==> src/rtl/reg_bank_88.sv <==
// Eight-entry 8-bit working-register bank with 8/16-bit inc/dec and zero/carry flags.
// Ports: clk, rst_n, op[2:0], wsel[2:0], wdata[7:0] in; r0..r7[7:0], zero, carry out.
module reg_bank_88 #(
   parameter logic [7:0] RESET_VAL   = 8'h00,
   parameter bit         PAIR_LITTLE = 1'b1
) (
   input  logic       clk,
   input  logic       rst_n,
   input  logic [2:0] op,
   input  logic [2:0] wsel,
   input  logic [7:0] wdata,
   output logic [7:0] r0,
   output logic [7:0] r1,
   output logic [7:0] r2,
   output logic [7:0] r3,
   output logic [7:0] r4,
   output logic [7:0] r5,
   output logic [7:0] r6,
   output logic [7:0] r7,
   output logic       zero,
   output logic       carry
);

   localparam logic [2:0] OP_NOP   = 3'b000;
   localparam logic [2:0] OP_LOAD  = 3'b001;
   localparam logic [2:0] OP_INC   = 3'b010;
   localparam logic [2:0] OP_DEC   = 3'b011;
   localparam logic [2:0] OP_CLR   = 3'b100;
   localparam logic [2:0] OP_INC16 = 3'b101;
   localparam logic [2:0] OP_DEC16 = 3'b110;

   logic [7:0]  regs     [8];
   logic [7:0]  regs_nxt [8];
   logic        zero_nxt;
   logic        carry_nxt;

   logic [2:0]  hi_idx;
   logic [2:0]  lo_idx;
   logic [7:0]  cur8;
   logic [7:0]  res8;
   logic [15:0] cur16;
   logic [15:0] res16;

   // Byte order inside a pair: little puts the odd register on top.
   assign hi_idx = {wsel[2:1], PAIR_LITTLE};
   assign lo_idx = {wsel[2:1], ~PAIR_LITTLE};

   assign cur8  = regs[wsel];
   assign cur16 = {regs[hi_idx], regs[lo_idx]};

   always_comb begin
      regs_nxt  = regs;
      zero_nxt  = zero;
      carry_nxt = carry;
      res8      = 8'h00;
      res16     = 16'h0000;
      // Plain case with default: unknown op bits fall back to hold.
      case (op)
         OP_LOAD: begin
            regs_nxt[wsel] = wdata;
            zero_nxt       = (wdata == 8'h00);
         end
         OP_INC: begin
            res8           = cur8 + 8'd1;
            regs_nxt[wsel] = res8;
            zero_nxt       = (res8 == 8'h00);
            carry_nxt      = (cur8 == 8'hFF);
         end
         OP_DEC: begin
            res8           = cur8 - 8'd1;
            regs_nxt[wsel] = res8;
            zero_nxt       = (res8 == 8'h00);
            carry_nxt      = (cur8 == 8'h00);
         end
         OP_CLR: begin
            regs_nxt[wsel] = 8'h00;
            zero_nxt       = 1'b1;
            carry_nxt      = 1'b0;
         end
         OP_INC16: begin
            res16            = cur16 + 16'd1;
            regs_nxt[hi_idx] = res16[15:8];
            regs_nxt[lo_idx] = res16[7:0];
            zero_nxt         = (res16 == 16'h0000);
            carry_nxt        = (cur16 == 16'hFFFF);
         end
         OP_DEC16: begin
            res16            = cur16 - 16'd1;
            regs_nxt[hi_idx] = res16[15:8];
            regs_nxt[lo_idx] = res16[7:0];
            zero_nxt         = (res16 == 16'h0000);
            carry_nxt        = (cur16 == 16'h0000);
         end
         OP_NOP: begin
         end
         default: begin
         end
      endcase
   end

   always_ff @(posedge clk or negedge rst_n) begin
      if (!rst_n) begin
         for (int i = 0; i < 8; i++) begin
            regs[i] <= RESET_VAL;
         end
         zero  <= (RESET_VAL == 8'h00);
         carry <= 1'b0;
      end else begin
         for (int i = 0; i < 8; i++) begin
            regs[i] <= regs_nxt[i];
         end
         zero  <= zero_nxt;
         carry <= carry_nxt;
      end
   end

   assign r0 = regs[0];
   assign r1 = regs[1];
   assign r2 = regs[2];
   assign r3 = regs[3];
   assign r4 = regs[4];
   assign r5 = regs[5];
   assign r6 = regs[6];
   assign r7 = regs[7];

endmodule

==> config.mk <==
export PLATFORM = sky130hd
export DESIGN_NAME = reg_bank_88
export DESIGN_NICKNAME = d
export VERILOG_FILES = /design/src/rtl/reg_bank_88.sv
export SDC_FILE = /design/constraint.sdc
export NUM_CORES = 1
export LEC_CHECK = 0
export BUFFER_PORTS_ARGS = -buffer_cell sky130_fd_sc_hd__buf_2
export CAP_MARGIN = 0
export CORE_MARGIN = 2
export CORE_UTILIZATION = 35
export DETAILED_ROUTE_END_ITERATION = 6
export PLACE_DENSITY = 0.5
export SYNTH_ARGS = -nofsm -noshare
export SYNTH_HDL_FRONTEND = slang
export SYNTH_SLANG_ARGS = --single-unit
==> constraint.sdc <==
create_clock -name clk -period 3.87 [get_ports clk]
set_clock_uncertainty 0.15 [all_clocks]
set_input_delay 0.5805 -clock clk [delete_from_list [all_inputs] [get_ports clk]]
set_output_delay 0.5805 -clock clk [all_outputs]
set_load 0.02 [all_outputs]
After elaboration in Yosys (flattened, before gate mapping)
Cells that the tools add are included.
{"block": "classes", "n_mul": 0, "n_reduce_logical": 12, "muxes": 25, "n_addsub": 4, "n_bitwise": 5, "shift": 0, "n_eq_ne": 8, "div_mod_pow": 0, "order_cmp": 6}
{"operator": "64-bit bitwise mux", "count": 7}
{"operator": "64-bit case mux with 6 select lines", "count": 1}
{"operator": "8-bit binary-select mux with 3-bit select", "count": 3}
{"operator": "8-bit demux with 3-bit select", "count": 3}
{"operator": "8-bit 2-to-1 mux", "count": 9}
{"operator": "64-bit bitwise AND", "count": 1}
{"operator": "64-bit inverter", "count": 1}
{"operator": "16-bit logical NOT", "count": 3}
{"operator": "8-bit logical NOT", "count": 4}
{"operator": "16-bit by 1-bit adder with 16-bit output (second input constant)", "count": 1}
{"operator": "16-bit equality test (second input constant)", "count": 1}
{"operator": "16-bit by 1-bit subtractor with 16-bit output (second input constant)", "count": 1}
{"operator": "4-bit >= comparator (second input constant)", "count": 3}
{"operator": "4-bit by 1-bit less-than comparator with 1-bit output (second input constant)", "count": 3}
{"operator": "3-bit inverter with 4-bit output", "count": 3}
{"operator": "3-bit equality test (second input constant)", "count": 3}
{"operator": "8-bit by 1-bit adder with 8-bit output (second input constant)", "count": 1}
{"operator": "8-bit equality test (second input constant)", "count": 1}
{"operator": "8-bit by 1-bit subtractor with 8-bit output (second input constant)", "count": 1}
{"operator": "3-bit by 2-bit equality test with 1-bit output (second input constant)", "count": 2}
{"operator": "1-bit case mux with 6 select lines", "count": 1}
{"operator": "6-bit nonzero test", "count": 1}
{"operator": "1-bit case mux with 5 select lines", "count": 1}
{"operator": "5-bit nonzero test", "count": 1}
{"operator": "other kinds (2)", "count": 4}
{"block": "totals", "memories": 0, "latchBits": 0, "word_cells": 70, "ramBits": 0, "output_inout_bits": 66, "ff_bits": 66, "input_bits": 16, "mem_bits_ro": 0}

Logic depth before layout (Yosys ltp)
Gate-level depths: netlist of the first run.
{"block": "logic_depth", "depth_word": 8, "depth_mapped": 14, "mapped_depth_nobuf": 11}

Worst setup path after synthesis of the first run
Ideal clock, no wire load.
{"block": "synth_path", "kind": "in2reg", "start": "input port wsel[1]", "end": "register with a tool-made name", "arrival_time_ns": 3.397, "path_slack_ns": 0.199, "t_required_ns": 3.596, "n_path_buf": 3, "setup_ns": 0.124, "cell_stages": 14, "path_cell_list": "buf_6 buf_6 mux4_2 inv_1 ha_1 inv_1 or4_1 buf_2 nor4_4 xnor2_1 nor2_2 nor2_1 nand3_1 a211o_1"}
{"element": "start, declared", "line_no": "10", "text": "input logic [2:0] wsel,"}

==> impl_metrics.csv, run 1 <==
group,metric,value,unit
final_layout,drive_above_1_share,28.0,%
timing,post-route-min-period,3.64,ns
final_layout,final_cell_count_no_fill,1130,
detailed_routing,routedWlPerCell,27.2,um
logic_synthesis,yosys.area.top_type,"dfrtp_1",
die,die_y,139,um
placement,hpwl,23900,um
cts,cts_resized,0,
cts,insertion_delay,0.35,ns
grt,overflow,0,
timing,finalSetupViolCount,0,
placement,port_buffers,81,
detailed_routing,ant_nets,0,
logic_synthesis,synth_top_cell_area_share,25.6,%
logic_synthesis,ys_seq_area_share,26.0,%
timing,hold_viol,0,
die,core-area,17900,um^2
logic_synthesis,synthTopCellsByArea,"dfrtp_1 26%, mux4_2 11%, nand2_1 6.8%",
logic_synthesis,synthCells,765,
cts,clockRootBuffer,"clkbuf_16",
setup_path,critPathLaunchType,"input pin",
logic_synthesis,synth_edf_count,0,
grt,grt_start_max_net_pins,67,
setup_path,cp.required,3.98,ns
grt,antenna_found_initial,0,
cts,clock_sinks,66,
cts,cts_hold_buffers,0,
logic_synthesis,yosysWarnings,0,
cts,htreeDepth,3,
timing,slew_headroom,39.2,%
cts,clk_path_buf_depth,2,
outcome,outcome,"finished, final reports clean",
pwr,power.leakage,3.26,nW
setup_path,crit_top_cell,"buf_4",
cts,cts-buffers-inserted,9,
setup_path,critPathBufInv,4,
timing,finalWorstSetupSlack,0.227,ns
grt,grt_pass1_vias,6943,
placement,place.gp.congestion,0.969,
final_layout,nFillCells,1821,
pwr,power.density,539,nW/um^2
setup_path,cp.arrival,3.76,ns
timing,min_period_over_period,94.1,%
cts,cts_tree,"built",
setup_path,path_class,"in2reg",
min_path,min_path_type,"in2async",
final_layout,utilization,43.6,%
pwr,power,4.21,mW
logic_synthesis,synth_flop_cell,"dfrtp_1",
final_layout,regArea,1650,um^2
final_layout,multiInputGateArea,4420,um^2
detailed_routing,drt-vias-per-instance,6.38,
timing,holdWs,0.280,ns
final_layout,fin_nets,921,
timing,maxSlewViolCount,0,
final_layout,stdcell_area,7810,um^2
placement,placed_area,7530,um^2
detailed_routing,vias,7208,
grt,grt_usage,31.7,%
setup_path,cp_top_family,"buffers and inverters",
die,die-area,19300,um^2
final_layout,diodes,0,
placement,placedCellCount,1114,
cts,clkTransAtPathRegs,0.07,ns
detailed_routing,drt_iter0_drc,818,
final_layout,area_growth,22.7,%
setup_path,cp-end-kind,"flop",
placement,pre_cts_slack,-0.0604,ns
timing,worst_pin_slew,0.912,ns
detailed_routing,postRouteWirelength,30800,um
die,rows,49,
timing,fmax,275,MHz
logic_synthesis,async_flop_share,100,%
cts,cts_setup_buffers,0,
die,chipWidth,139,um
detailed_routing,drcViolationCount,0,
grt,grt_pass1_wl,45800,um
logic_synthesis,ys_ff_latch,66,
setup_path,worstPathMaxFanout,7,
setup_path,crit_path_top_delay_cell,"mux4_2",
timing,rsz0062_at_grt,"false",
logic_synthesis,synth_area,6360,um^2
pwr,vdd_drop_max,275,uV
logic_synthesis,syn_nets,790,
timing,fin_setup_tns,0,ns
setup_path,path_cells,"buf_2 -> buf_12 -> mux4_2 -> or3_1 -> nor4_1 -> buf_4 -> xnor2_1 -> a22oi_1 -> buf_4 -> o211ai_1 -> o21ai_0 -> a21oi_1",
die,ioPinCount,82,
logic_synthesis,ys_types,82,
logic_synthesis,synth_area_per_cell,8.32,um^2
flow_run,drv_cap,0,
setup_path,slowest_delay,0.63,ns
die,start_util,35.6,%
detailed_routing,firstDrtPassIters,6,
## placed cells by master, fill, tap and decap left out, drive strengths merged, types with 9 or more instances in the layout
cell    synthesis  layout
a21oi          47      47
a31oi           9       9
buf            19     173
clkbuf         34      10
dfrtp          65      65
ha              9       9
inv            13      14
mux2i          15      15
mux4           32      32
nand2         116     116
nand3          27      27
nor2           59      59
nor2b           9       9
nor3           24      24
nor4           11      11
o211ai          9       9
o21ai          74      74
o221ai         13      13
o22a           11      11
o31ai           9       9
xnor2          23      23
xor2           11      11
## routing by layer
| layer | global-route usage [%] | share of wire, % | vias up | wire length (um) |
|---|---|---|---|---|
| met5 | 0 | 0 | - | 0 |
| met4 | 11.3 | 3.3 | 0 | 1020 |
| met3 | 5.21 | 9.2 | 57 | 2840 |
| met2 | 50.0 | 46 | 425 | 14100 |
| met1 | 44.2 | 42 | 3579 | 12800 |
| li1 | - | - | 3147 | - |
## worst paths after layout
path                                         endpoint  slack (ns)     from  cells after the start
min                        asynchronous set/reset pin        0.28    rst_n                      2
max in group asynchronous  asynchronous set/reset pin        2.68    rst_n                      2
max reg2reg                                      flop        0.36     flop                     11
max                                              flop        0.23  wsel[1]                     12
min reg2reg                                      flop        0.40     flop                      2
min in group clk                                 flop        0.40     flop                      2
## kinds of logic after synthesis
group	Yosys count	share of synthesized area [%]
AO/OA/AOI/OAI	240	25.0
adder cells (fa/ha/maj)	9	1.77
XOR/XNOR	34	4.68
flip-flops	66	26.0
multiplexers	49	14.5
AND/OR/NAND/NOR	301	23.4
buffers and inverters	66	4.62
## synthesized netlist by cell type (3+ instances only)
cell type,n
nand2_1,116
o21ai_0,66
dfrtp_1,65
nor2_1,58
a21oi_1,46
clkbuf_1,34
mux4_2,32
nand3_1,27
xnor2_1,23
nor3_1,22
inv_1,13
o221ai_1,13
mux2i_1,11
o22a_1,11
xor2_1,11
buf_2,10
a31oi_1,9
ha_1,9
nor2b_1,9
o211ai_1,9
o31ai_1,9
a211oi_1,8
and2_1,8
and3_1,8
nand4_1,7
a21boi_0,6
nor4_1,6
o21ai_1,6
a221oi_1,5
a22oi_1,5
nand2b_1,5
o22ai_1,5
or2_2,5
a221o_1,4
a22o_1,4
buf_1,4
buf_6,4
nand3b_1,4
o21a_1,4
or3_1,4
or4_1,4
nor4_2,3
o2111ai_1,3
## power by group
group	internal (mW)	total, mW	switching, mW
logic	0.901	2.28	1.38
registers	0.862	1.12	0.260
clock network	0.452	0.807	0.354
## final cells by class
| type | count | area share, % |
|---|---|---|
| multi-input cells | 633 | 56.6 |
| repair buffers | 173 | 14.4 |
| inverters | 13 | 0.625 |
| flip-flops and latches | 66 | 21.2 |
| clock inverters | 6 | 0.529 |
| clock buffers | 10 | 3.06 |
| well taps | 229 | 3.67 |
## worst register-to-register path, cell delays in order, from the launching register on
cell      delay, ns
dfrtp_1        0.42
mux4_2         0.51
inv_1          0.11
ha_1           0.22
inv_1          0.07
or4_1          0.72
nor3_4         0.21
xor2_1         0.09
a22oi_1        0.32
a21boi_1       0.32
o21a_1         0.18
o21ai_2        0.06
(Power assumes the default switching activity.)
==> run 2, diff against run 1 <==
- REMOVE_ABC_BUFFERS: default -> 1
==> run 2 against run 1 <==
Net effect: global-route usage up 0.37 points; utilization up 0.71 points; count of clock-buffer cells in the layout unchanged; first-iteration DRC count up 5.6%; setup slack better by 0.079 ns; via count down 0.21%; highest routed layer unchanged; critical path depth down 2; flip-flop and latch count unchanged; non-clock buffer count up 2; largest cell class unchanged; register-to-register slack better by 0.06 ns; combinational power about the same.
==> impl_metrics.csv, run 2 (synthesis gave the netlist of run 1 again) <==
group,metric,value,unit
setup_path,critPathBufInv,2,
grt,grt_usage,32.1,%
cts,cts_tree,"built",
final_layout,final_cell_count_no_fill,1132,
final_layout,layout_commonest_cell,"nand2_1",
final_layout,fin_nets,923,
timing,min_period_over_period,92.1,%
cts,cts_resized,0,
timing,hold_viol,0,
cts,clockRootBuffer,"clkbuf_16",
final_layout,diodes,0,
cts,htreeDepth,3,
final_layout,utilization,44.3,%
timing,maxSlewViolCount,0,
detailed_routing,firstDrtPassIters,5,
setup_path,critPathLaunchType,"input pin",
placement,hpwl,24000,um
die,ioPinCount,82,
timing,finalSetupViolCount,0,
min_path,min_path_type,"in2async",
timing,post-route-min-period,3.56,ns
detailed_routing,drt_iter0_drc,864,
setup_path,crit_start,"wsel[1]",
pwr,power,4.47,mW
die,die-area,19300,um^2
setup_path,slowest_delay,0.63,ns
timing,rsz0062_at_grt,"false",
outcome,outcome,"finished, final reports clean",
final_layout,area_growth,24.7,%
grt,overflow,0,
cts,cts_setup_buffers,0,
placement,port_buffers,81,
grt,grt_pass1_wl,46100,um
final_layout,drive_above_1_share,28.0,%
final_layout,mostFrequentLayoutCells,"116 x nand2_1, 90 x buf_4, 81 x buf_2",
pwr,power.leakage,3.32,nW
grt,antenna_found_initial,0,
cts,clkTransAtPathRegs,0.06,ns
timing,slew_headroom,36.8,%
placement,placed_area,7570,um^2
die,rows,49,
detailed_routing,ant_nets,0,
placement,placedCellCount,1116,
cts,cts-buffers-inserted,9,
grt,grt_start_max_net_pins,67,
die,chipWidth,139,um
setup_path,reg2reg_depth,12,
setup_path,worstPathMaxFanout,12,
pwr,vdd_drop_max,247,uV
pwr,power.density,563,nW/um^2
cts,clock_sinks,66,
setup_path,r2r_setup_slack,0.42,ns
setup_path,cp.arrival,3.65,ns
detailed_routing,drt-vias-per-instance,6.35,
setup_path,path_class,"in2reg",
cts,cts_hold_buffers,0,
setup_path,cp_top_family,"simple AND/OR/NAND/NOR gates",
setup_path,crit_top_cell,"nand2_1",
cts,insertion_delay,0.35,ns
detailed_routing,postRouteWirelength,31300,um
flow_run,drv_cap,0,
timing,fmax,281,MHz
setup_path,path_cells,"buf_2 -> buf_4 -> mux4_2 -> or4_4 -> nor4_4 -> nand2_1 -> xnor2_1 -> a22oi_1 -> nand2_1 -> o22a_1",
setup_path,cp.required,3.95,ns
placement,place.gp.congestion,0.999,
die,die_y,139,um
timing,worst_pin_slew,0.948,ns
die,start_util,35.6,%
detailed_routing,drcViolationCount,0,
grt,grt_pass1_vias,6914,
die,core-area,17900,um^2
setup_path,cp-end-kind,"flop",
timing,fin_setup_tns,0,ns
cts,clk_path_buf_depth,2,
detailed_routing,vias,7193,
setup_path,crit_path_top_delay_cell,"or4_4",
final_layout,stdcell_area,7930,um^2
detailed_routing,routedWlPerCell,27.6,um
run 2: final cells by class:
type	count	area (um^2)
Multi-Input combinational cell	633	4420
Sequential cell	66	1650
Fill cell	1829	9970
Timing Repair Buffer	175	1160
Tap cell	229	287
Inverter	13	48.8
Clock inverter	6	138
Clock buffer	10	229
run 2: worst max-delay path by stage:
stage            to  cells after the start
3_3_place_gp   flop                     10
3_5_place_dp   flop                     10
2_1_floorplan  flop                     11
6_report       flop                     10
4_1_cts        flop                     10
5_1_grt        flop                     10
run 2: worst register-to-register path, stage by stage (launching register included):
cell	delay, ns
dfrtp_1	0.47
mux4_2	0.53
inv_1	0.09
ha_1	0.18
inv_1	0.08
or4_1	0.53
buf_4	0.20
nor4_2	0.28
xnor2_1	0.19
nor2_1	0.08
a21o_1	0.18
a21o_1	0.18
o21ba_1	0.18
run 2: power by group:
part           leakage [nW]  total, mW  internal [mW]  switching (mW)
clock                 0.177       1.05          0.699           0.348
sequential            0.791       1.13          0.862           0.264
combinational          2.35       2.29          0.918            1.38
total                  3.32       4.47           2.48            1.99
run 2: metal layers:
layer  vias up  wire, um  GRT usage (%)
met5         -         0              0
met4         0      1170           12.2
met3        60      2640           5.73
met2       395     14000           49.2
met1      3584     13500           45.3
li1       3154         -              -
run 2: per-stage QoR:
step / hold slack, ns / worst slack, ns
global placement: 0.381 / 0.0779
global route: 0.337 / 0.153
floorplan: 0.135 / 0.431
finish: 0.298 / 0.306
detailed placement: 0.380 / -0.00602
CTS: 0.333 / 0.346
==> run 3, diff against run 2 <==
- ABC_AREA: default -> 1
- PLACE_DENSITY: 0.5 -> 0.49
==> run 3 against run 2 <==
Net effect: maximum frequency up 1.1%; combinational power up 18%; die area up 26%; synthesized area up 27%; setup slack better by 0.039 ns; power up 11%.
==> impl_metrics.csv, run 3 <==
group,metric,value,unit
outcome,outcome,"finished, final reports clean",
pwr,switching_share,54.2,%
setup_path,critPathBufInv,6,
detailed_routing,postRouteWirelength,45300,um
grt,grt_pass1_vias,10200,
die,rows,55,
logic_synthesis,ys_types,45,
timing,finalWorstSetupSlack,0.345,ns
placement,hpwl,35100,um
setup_path,worstPathMaxFanout,23,
placement,place.gp.congestion,0.995,
pwr,intPower,2.27,mW
timing,rsz0062_at_grt,"false",
cts,cts_hold_buffers,0,
logic_synthesis,ys_seq_area_share,20.5,%
cts,htreeDepth,3,
min_path,min_path_type,"in2async",
timing,slew_headroom,26.5,%
cts,cts-buffers-inserted,9,
die,core-area,22600,um^2
setup_path,cp.arrival,3.63,ns
logic_synthesis,synth_edf_count,0,
setup_path,critPathLaunchType,"input pin",
cts,clockRootBuffer,"clkbuf_16",
logic_synthesis,synth_compound_area_share,18.5,%
timing,hold_viol,0,
cts,cts_resized,0,
die,die_y,156,um
cts,clock_sinks,66,
detailed_routing,drcViolationCount,0,
logic_synthesis,synth_top_family_by_area,"simple AND/OR/NAND/NOR gates",
detailed_routing,ant_nets,0,
detailed_routing,firstDrtPassIters,6,
logic_synthesis,yosysMostFrequentCell,"nand2_1",
setup_path,slowest_delay,0.74,ns
logic_synthesis,synthCells,1490,
timing,fmax,284,MHz
setup_path,path_depth,12,
pwr,vdd_drop_max,247,uV
timing,min_period_over_period,91.1,%
timing,worst_pin_slew,1.10,ns
final_layout,mostFrequentLayoutCells,"614 x nand2_1, 144 x nor2_1, 136 x inv_1",
pwr,power.net_switching,2.68,mW
setup_path,path_class,"in2reg",
die,die-area,24300,um^2
final_layout,fin_nets,1631,
logic_synthesis,synth_top_cell_area_share,28.5,%
grt,grt_pass1_wl,66400,um
cts,insertion_delay,0.36,ns
pwr,power.leakage,4.96,nW
setup_path,cp.required,3.97,ns
setup_path,cp_top_family,"buffers and inverters",
setup_path,r2r_setup_slack,0.77,ns
flow_run,drv_cap,0,
grt,grt_start_max_net_pins,67,
detailed_routing,drt_iter0_drc,1323,
setup_path,crit_path_top_delay_cell,"nor2_1",
logic_synthesis,synth_area,8080,um^2
cts,cts_setup_buffers,0,
logic_synthesis,async_flop_share,100,%
die,chipWidth,156,um
detailed_routing,vias,11000,
pwr,comb_power_share,54.8,%
timing,post-route-min-period,3.52,ns
die,start_util,35.7,%
logic_synthesis,synth_adder_area_share,1.39,%
pwr,seq_power_share,26.4,%
setup_path,cp-end-kind,"flop",
logic_synthesis,synth_mux_area_share,0,%
logic_synthesis,yosys.area.top_type,"nand2_1",
setup_path,reg2reg_depth,17,
pwr,clkPwrFrac,18.8,%
timing,maxSlewViolCount,0,
logic_synthesis,ys_ff_latch,66,
cts,cts_tree,"built",
final_layout,diodes,0,
grt,overflow,0,
placement,pre_cts_slack,0.245,ns
logic_synthesis,synth_xor_area_share,0.542,%
final_layout,area_growth,17.1,%
cts,clk_path_buf_depth,2,
logic_synthesis,synthTopCellsByArea,"nand2_1 29%, dfrtp_1 20%, nor2_1 6.7%",
cts,clkTransAtPathRegs,0.07,ns
timing,fin_setup_tns,0,ns
timing,finalSetupViolCount,0,
logic_synthesis,synth-simple-area-share,48.0,%
die,ioPinCount,82,
logic_synthesis,yosysWarnings,0,
detailed_routing,routedWlPerCell,23.9,um
logic_synthesis,synth_area_per_cell,5.42,um^2
final_layout,drive_above_1_share,14.0,%
logic_synthesis,yosys-top-cells-count,"614 x nand2_1, 144 x nor2_1, 136 x inv_1, 100 x nand3_1, 82 x o21ai_0",
logic_synthesis,synth_flop_cell,"dfrtp_1",
grt,grt_usage,37.4,%
pwr,power.density,524,nW/um^2
final_layout,nFillCells,2559,
setup_path,path_cells,"buf_2 -> inv_2 -> nand2_2 -> buf_4 -> nor2_1 -> inv_1 -> nand2_1 -> nand2_1 -> inv_1 -> nand4_1 -> nand2_1 -> inv_1",
detailed_routing,drt-vias-per-instance,5.78,
placement,port_buffers,81,
grt,antenna_found_initial,0,
final_layout,layout_commonest_cell,"nand2_1",
-- run 3: cell count changes in the layout (fill, tap and decap cells not counted), sizes merged, moves of 23 or more --
cell   change
nand4     +27
nand3     +74
xnor2     -23
inv      +138
nor2     +103
nand2    +506
mux4      -32
o21ai     +48
-- run 3: cell families after synthesis --
| group | count (synthesis) |
|---|---|
| AO/OA/AOI/OAI | 257 |
| XOR/XNOR | 5 |
| adder cells (fa/ha/maj) | 9 |
| buffers and inverters | 212 |
| flip-flops | 66 |
| AND/OR/NAND/NOR | 941 |
-- run 3: cell type report --
cell class	count	area [um^2]	area share, %
timing repair buffer	160	1010	10.7
multi-input combinational	1212	5530	58.5
sequential	66	1650	17.5
clock inverter	1	30.0	0.317
clock buffer	15	288	3.04
inverter	157	589	6.23
tap	285	357	3.77
-- run 3: worst max path at each step --
stage,from,to,slack [ns]
final,wsel[1],flop,0.35
after global routing,wsel[1],flop,0.34
after CTS,wsel[1],flop,0.59
after detailed placement,wsel[1],flop,0.24
after global placement,wsel[1],flop,0.21
after floorplan,wsel[1],flop,0.75
-- run 3: worst register-to-register path, delay by kind of cell, from the launching register on --
kind            cells  cell delay (ns)
xor+xnor            1             0.23
fa+ha+maj           1             0.19
compound gates      4             0.61
simple gates        9             1.11
buf+inv             2             0.34
flops               1             0.37
-- run 3: stage by stage --
| stage | instances | hold slack (ns) | area [um^2] | power, mW | util [%] |
|---|---|---|---|---|---|
| floorplan | 1435 | 0.135 | 7770 | 2.73 | - |
| global placement | 1880 | 0.431 | 9140 | 3.97 | 40.4 |
| detailed placement | 1880 | 0.423 | 9140 | 3.95 | 40.4 |
| CTS | 1896 | 0.268 | 9460 | 4.90 | 41.8 |
| global route | 1896 | 0.311 | 9460 | 5.24 | 41.8 |
| finish | 1896 | 0.235 | 9460 | 4.95 | 41.8 |
-- run 3: power by group through the flow --
stage | Sequential [mW] | Clock [mW] | Combinational [mW]
3_3_place_gp | 1.31 | 0 | 2.65
5_1_grt | 1.32 | 0.964 | 2.96
6_report | 1.31 | 0.931 | 2.71
4_1_cts | 1.29 | 0.945 | 2.66
3_5_place_dp | 1.31 | 0 | 2.64
2_1_floorplan | 1.38 | 0 | 1.35
-- run 3: per-layer routing --
layer | routed length, um | track usage [%] | vias to the layer above | part of all wire, %
li1 | - | - | 5080 | -
met1 | 19000 | 50.8 | 5100 | 42
met3 | 4190 | 6.81 | 112 | 9.3
met2 | 19500 | 56.9 | 664 | 43
met5 | 0 | 0 | - | 0
met4 | 2470 | 18.6 | 0 | 5.5
